### config.mk
export PLATFORM = sky130hd
export DESIGN_NAME = mips_cpu_bus
export DESIGN_NICKNAME = d
export VERILOG_FILES = /design/src/rtl/mips_cpu_bus.sv
export SDC_FILE = /design/constraint.sdc
export NUM_CORES = 2
export LEC_CHECK = 0
export CORE_UTILIZATION = 51
export DETAILED_ROUTE_END_ITERATION = 8
export DONT_BUFFER_PORTS = 1
export PLACE_DENSITY = 0.65
export SLEW_MARGIN = 20
export SYNTH_ARGS = -nofsm -noshare
export SYNTH_HDL_FRONTEND = slang
export SYNTH_SLANG_ARGS = --single-unit
### constraint.sdc
create_clock -name clk -period 29.5 [get_ports clk]
set_input_delay 8.85 -clock clk [delete_from_list [all_inputs] [get_ports clk]]
set_output_delay 8.85 -clock clk [all_outputs]
set_load 0.005 [all_outputs]
### src/rtl/mips_cpu_bus.sv
// Multicycle MIPS-I subset CPU on a single Avalon-style memory bus (FETCH/EXEC/MEM/HALT).
// Define MIPS_VAR_SHIFT_EN to implement SLLV/SRLV/SRAV; otherwise they execute as NOP.
module mips_cpu_bus #(
  parameter logic [31:0] RESET_VECTOR = 32'hBFC00000
) (
  input  logic        clk,
  input  logic        reset,
  output logic        active,
  output logic [31:0] register_v0,
  output logic [31:0] address,
  output logic        write,
  output logic        read,
  input  logic        waitrequest,
  output logic [31:0] writedata,
  output logic [3:0]  byteenable,
  input  logic [31:0] readdata
);

  typedef enum logic [1:0] {StFetch, StExec, StMem, StHalt} state_e;

  state_e      state_q, state_d;
  logic [31:0] pc_q, pc_d, npc_q, npc_d, ir_q, ir_d;
  logic [31:0] regs_q [32];
  logic        rf_we;
  logic [4:0]  rf_waddr;
  logic [31:0] rf_wdata;

  logic [5:0]  opcode, funct;
  logic [4:0]  rs, rt, rd, shamt;
  logic [31:0] rs_val, rt_val, simm, zimm, pc_plus4, pc_plus8, br_target, mem_addr;
  logic        is_store, halt_fetch;

  assign opcode    = ir_q[31:26];
  assign rs        = ir_q[25:21];
  assign rt        = ir_q[20:16];
  assign rd        = ir_q[15:11];
  assign shamt     = ir_q[10:6];
  assign funct     = ir_q[5:0];
  assign rs_val    = regs_q[rs];
  assign rt_val    = regs_q[rt];
  assign simm      = {{16{ir_q[15]}}, ir_q[15:0]};
  assign zimm      = {16'h0000, ir_q[15:0]};
  assign pc_plus4  = pc_q + 32'd4;
  assign pc_plus8  = pc_q + 32'd8;
  assign br_target = pc_plus4 + {simm[29:0], 2'b00};
  assign mem_addr  = (rs_val + simm) & 32'hFFFF_FFFC;
  assign is_store  = (opcode == 6'h2b);
  // PC of zero at fetch means the program returned to address 0: stop instead of fetching.
  assign halt_fetch = (state_q == StFetch) && (pc_q == 32'd0);

  // Gated by reset so the first fetch is visible as soon as reset is released.
  assign active      = reset && (state_q != StHalt) && !halt_fetch;
  assign read        = reset && (((state_q == StFetch) && !halt_fetch) ||
                                 ((state_q == StMem) && !is_store));
  assign write       = reset && (state_q == StMem) && is_store;
  assign address     = (state_q == StMem) ? mem_addr : pc_q;
  assign writedata   = ((state_q == StMem) && is_store) ? rt_val : 32'd0;
  assign byteenable  = 4'b1111;
  assign register_v0 = regs_q[2];

  always_comb begin
    state_d  = state_q;
    pc_d     = pc_q;
    npc_d    = npc_q;
    ir_d     = ir_q;
    rf_we    = 1'b0;
    rf_waddr = rd;
    rf_wdata = 32'd0;
    unique case (state_q)
      StFetch: begin
        if (halt_fetch) begin
          state_d = StHalt;
        end else if (!waitrequest) begin
          ir_d    = readdata;
          state_d = StExec;
        end
      end
      StExec: begin
        pc_d    = npc_q;
        npc_d   = npc_q + 32'd4;
        state_d = StFetch;
        case (opcode)
          6'h00: begin
            rf_we = 1'b1;
            case (funct)
              6'h00: rf_wdata = rt_val << shamt;
              6'h02: rf_wdata = rt_val >> shamt;
              6'h03: rf_wdata = $signed(rt_val) >>> shamt;
`ifdef MIPS_VAR_SHIFT_EN
              6'h04: rf_wdata = rt_val << rs_val[4:0];
              6'h06: rf_wdata = rt_val >> rs_val[4:0];
              6'h07: rf_wdata = $signed(rt_val) >>> rs_val[4:0];
`endif
              6'h08: begin
                rf_we = 1'b0;
                npc_d = rs_val;
              end
              6'h09: begin
                rf_wdata = pc_plus8;
                npc_d    = rs_val;
              end
              6'h21: rf_wdata = rs_val + rt_val;
              6'h23: rf_wdata = rs_val - rt_val;
              6'h24: rf_wdata = rs_val & rt_val;
              6'h25: rf_wdata = rs_val | rt_val;
              6'h26: rf_wdata = rs_val ^ rt_val;
              6'h2a: rf_wdata = {31'd0, $signed(rs_val) < $signed(rt_val)};
              6'h2b: rf_wdata = {31'd0, rs_val < rt_val};
              default: rf_we = 1'b0;
            endcase
          end
          6'h02: npc_d = {pc_plus4[31:28], ir_q[25:0], 2'b00};
          6'h03: begin
            npc_d    = {pc_plus4[31:28], ir_q[25:0], 2'b00};
            rf_we    = 1'b1;
            rf_waddr = 5'd31;
            rf_wdata = pc_plus8;
          end
          6'h04: if (rs_val == rt_val) npc_d = br_target;
          6'h05: if (rs_val != rt_val) npc_d = br_target;
          6'h09, 6'h0a, 6'h0b, 6'h0c, 6'h0d, 6'h0e, 6'h0f: begin
            rf_we    = 1'b1;
            rf_waddr = rt;
            case (opcode)
              6'h09:   rf_wdata = rs_val + simm;
              6'h0a:   rf_wdata = {31'd0, $signed(rs_val) < $signed(simm)};
              6'h0b:   rf_wdata = {31'd0, rs_val < simm};
              6'h0c:   rf_wdata = rs_val & zimm;
              6'h0d:   rf_wdata = rs_val | zimm;
              6'h0e:   rf_wdata = rs_val ^ zimm;
              default: rf_wdata = {ir_q[15:0], 16'h0000};
            endcase
          end
          6'h23, 6'h2b: state_d = StMem;
          default: ;
        endcase
      end
      StMem: begin
        if (!waitrequest) begin
          if (!is_store) begin
            rf_we    = 1'b1;
            rf_waddr = rt;
            rf_wdata = readdata;
          end
          state_d = StFetch;
        end
      end
      StHalt: ;
    endcase
  end

  always_ff @(posedge clk or negedge reset) begin
    if (!reset) begin
      state_q <= StFetch;
      pc_q    <= RESET_VECTOR;
      npc_q   <= RESET_VECTOR + 32'd4;
      ir_q    <= 32'd0;
    end else begin
      state_q <= state_d;
      pc_q    <= pc_d;
      npc_q   <= npc_d;
      ir_q    <= ir_d;
    end
  end

  always_ff @(posedge clk or negedge reset) begin
    if (!reset) begin
      for (int i = 0; i < 32; i++) regs_q[i] <= 32'd0;
    end else if (rf_we && (rf_waddr != 5'd0)) begin
      regs_q[rf_waddr] <= rf_wdata;
    end
  end

endmodule

==> out/metrics.cfg <==
[critical_path]
crit-reg2reg-launch = ir_q[22]
critical_path.max_fanout = 110
worstSetupEndpointType = output pin
r2r_setup_slack_ns = 19.52
ff2ff_path_depth = 17
worst-setup-path-type = in -> out
required_ns = 20.65
reg2reg_to = regs_q[701]
worst_path_arrival_ns = 10.20
cp-endpoint = active
worst_setup_path_start = reset
worstSetupStartpointType = input port

[timing]
max_slew.worst_pin.slew_ns = 1.26
slew_violations = 0
finalSetupViolations = 0
tns_ns = 0
period_minus_slack_ns = 19.05
whs_ns = 0.399
grt_setup_unrepaired = no
finClkSkew_ns = 0.121
clock.fmax_mhz = 52.5
worst_case_setup_margin_in_the_final_layout_ns = 10.45
final_hold_viol_count = 0
max-slew-margin-rel_pct = 14.0
final.period_utilization_pct = 64.6

[floorplan]
fp.dieW_um = 387
top_level_ports = 138
chipHeight_um = 387
coreArea_um2 = 148000
design.die.area_um2 = 150000
starting_density_of_the_core_pct = 51.3
row_count = 141

[yosys]
ys_seq_elements = 1122
synth_cell_type_count = 104
async_s_r_ff_share_synth_pct = 100
yosysWarningCount = 0
synth_edf_count = 0
syn-instance-count = 7907
synth_area_um2 = 75800
dominantRegCellSynth = sky130_fd_sc_hd__dfrtp_1
postSynthAreaPerCell_um2 = 9.58
synth.yosys.seq_area_share_pct = 37.1

[clock_tree]
total_number_of_clock_tree_sinks = 1122
maximum_buffer_depth_of_the_clock_tree = 3
post_cts.repair.setup_buffers = 0
ctsHtreeMaxLevel = 3
cts-resized-gates = 0
cts_made_buffers = 120
worst_skew_late_latency_ns = 0.84
tritoncts = yes
cts-hold-fix-buffers = 0
clk_pin_slew_worst_paths_ns = 0.05
ctsRootBufferMaster = sky130_fd_sc_hd__clkbuf_16

[cells_and_area]
nets = 7791
number_of_fill_cells = 13100
share_of_cells_above_drive_strength_1_pct = 16.7
area_delta_synth_final_pct = 8.16
fin_area_um2 = 81900

[place]
placement.io_buffers = 0
preCtsSetupSlack_ns = 10.57
post-dp-hpwl_um = 243000
placement.cell_area_um2 = 77300
finalWeightedCongestion = 1.12

[global_routing]
grt.overflow.total = 0
grt_pass1_wl_um = 499000
grt_pass1_vias = 65000
grt.total_usage_pct = 46.7
initial_antenna_violation_count = 19
grt_max_degree = 222

[drt]
postRouteAntennaNets = 0
ratio_of_routed_vias_to_standard_cells = 7.13
final_routed_wirelength_um = 356000
drc_violations_left = 0
wl_per_cell_um = 37.2
detail_route.iter0.violations = 9888
first_pass_iters = 9
num_vias = 68200

[power]
final_total_power_mw = 9.04
ir_worst_vdd_uv = 91.2
p_leak_nw = 34.7
p_per_area_nw_per_um2 = 110

[job]
drv_cap = 0

[min_path]
hold_class = reg -> reg

[status]
run_status = finished, final reports clean

-- through the flow --
step	utilization, %	std cells
floorplan	-	7910
global placement	52.3	9318
detailed placement	52.3	9320
CTS	55.3	9548
global route	55.5	9553
finish	55.5	9572
-- synth_stat cells, types with 20 or more instances --
cell type / count / area (um^2)
sky130_fd_sc_hd__nand2_1: 1238 / 4650
sky130_fd_sc_hd__or2_2: 22 / 138
sky130_fd_sc_hd__o21ai_2: 28 / 245
sky130_fd_sc_hd__nand2b_1: 29 / 181
sky130_fd_sc_hd__mux2i_1: 538 / 5390
sky130_fd_sc_hd__mux4_2: 370 / 8330
sky130_fd_sc_hd__o21ai_0: 812 / 4060
sky130_fd_sc_hd__clkbuf_1: 498 / 1870
sky130_fd_sc_hd__and3_1: 37 / 231
sky130_fd_sc_hd__nor2b_1: 29 / 181
sky130_fd_sc_hd__nand3_1: 113 / 566
sky130_fd_sc_hd__o21bai_1: 26 / 195
sky130_fd_sc_hd__o21ai_1: 201 / 1010
sky130_fd_sc_hd__nor4_1: 42 / 263
sky130_fd_sc_hd__buf_2: 111 / 556
sky130_fd_sc_hd__xor2_1: 41 / 359
sky130_fd_sc_hd__a221oi_1: 45 / 394
sky130_fd_sc_hd__nor2_1: 335 / 1260
sky130_fd_sc_hd__a22oi_1: 266 / 2000
sky130_fd_sc_hd__dfrtp_1: 1103 / 27600
sky130_fd_sc_hd__and2_1: 49 / 307
sky130_fd_sc_hd__nand4_1: 101 / 632
sky130_fd_sc_hd__buf_4: 80 / 601
sky130_fd_sc_hd__o22ai_1: 46 / 288
sky130_fd_sc_hd__o31ai_1: 20 / 150
sky130_fd_sc_hd__inv_1: 137 / 514
sky130_fd_sc_hd__o211ai_1: 53 / 398
sky130_fd_sc_hd__a21o_1: 34 / 255
sky130_fd_sc_hd__a211oi_1: 34 / 255
sky130_fd_sc_hd__buf_1: 58 / 218
sky130_fd_sc_hd__nor3_1: 108 / 541
sky130_fd_sc_hd__xnor2_1: 101 / 885
sky130_fd_sc_hd__a222oi_1: 24 / 240
sky130_fd_sc_hd__a21oi_1: 280 / 1400
sky130_fd_sc_hd__mux2_2: 223 / 2510
sky130_fd_sc_hd__a31oi_1: 48 / 300
sky130_fd_sc_hd__ha_1: 235 / 2940
sky130_fd_sc_hd__o221ai_1: 20 / 175
-- cell usage in the layout, fill, tap and decap left out, types with 233 or more instances in the layout --
cell	netlist	layout
sky130_fd_sc_hd__o21ai_0	812	810
sky130_fd_sc_hd__ha_1	235	233
sky130_fd_sc_hd__nand2_1	1238	1207
sky130_fd_sc_hd__a22oi_1	266	264
sky130_fd_sc_hd__mux4_2	370	370
sky130_fd_sc_hd__dfrtp_1	1103	1090
sky130_fd_sc_hd__nor2_1	335	330
sky130_fd_sc_hd__buf_4	80	234
sky130_fd_sc_hd__a21oi_1	280	279
sky130_fd_sc_hd__mux2i_1	538	533
-- cell families (layout without fill, tap and decap cells) --
family,after synthesis,in the layout,synth area share (%)
compound gates,2160,2160,17.7
other cells,1,23,0.00495
buf+inv,919,632,5.33
mux,1131,1131,21.4
simple gates,2193,2193,12.8
xor+xnor,142,142,1.64
flops,1122,1122,37.1
fa+ha+maj,239,239,3.99
-- per-layer routing --
layer	up-vias	track usage [%]	routed length, um
met5	-	0	101
met4	16	31.3	28800
met3	1148	15.0	45200
met2	4663	65.0	145000
met1	34100	62.1	137000
li1	28300	-	-
-- registers in the layout, indices dropped and copies added (netlist names) --
signal / cells
regs_q: 992
ir_q: 32
npc_q: 32
pc_q: 32
register_v0: 32
state_q: 2
-- critical path: stages --
cell and delay [ns]:
sky130_fd_sc_hd__buf_16 0.33, sky130_fd_sc_hd__buf_16 0.49, sky130_fd_sc_hd__nor3b_1 0.34
-- power by group --
part           total (mW)  internal [mW]  switching (mW)
registers            1.85           1.62           0.231
logic                5.48           1.65            3.83
clock network        1.71          0.990           0.719
total                9.04           4.26            4.78
-- area by class of cell --
cell class	instances	area (um^2)	area share, %
tap	1930	2410	2.95
antenna	19	47.5	0.0580
clock buffer	148	3270	3.99
sequential	1122	28100	34.3
clock inverter	80	1180	1.44
timing repair buffer	250	2160	2.64
multi-input combinational	5869	44200	53.9
inverter	154	578	0.705
-- how the worst min path moves through the flow --
stage | startpoint | cells after the start | slack, ns | to
after floorplan | regs_q[995] | 1 | 0.44 | regs_q[995]
after global placement | regs_q[1012] | 0 | 0.38 | regs_q[1012]
after detailed placement | regs_q[1000] | 0 | 0.38 | regs_q[1000]
after CTS | regs_q[1000] | 0 | 0.40 | regs_q[1000]
after global routing | regs_q[1011] | 0 | 0.41 | regs_q[1011]
final | regs_q[1023] | 0 | 0.40 | regs_q[1023]
(Power assumes the default switching activity.)
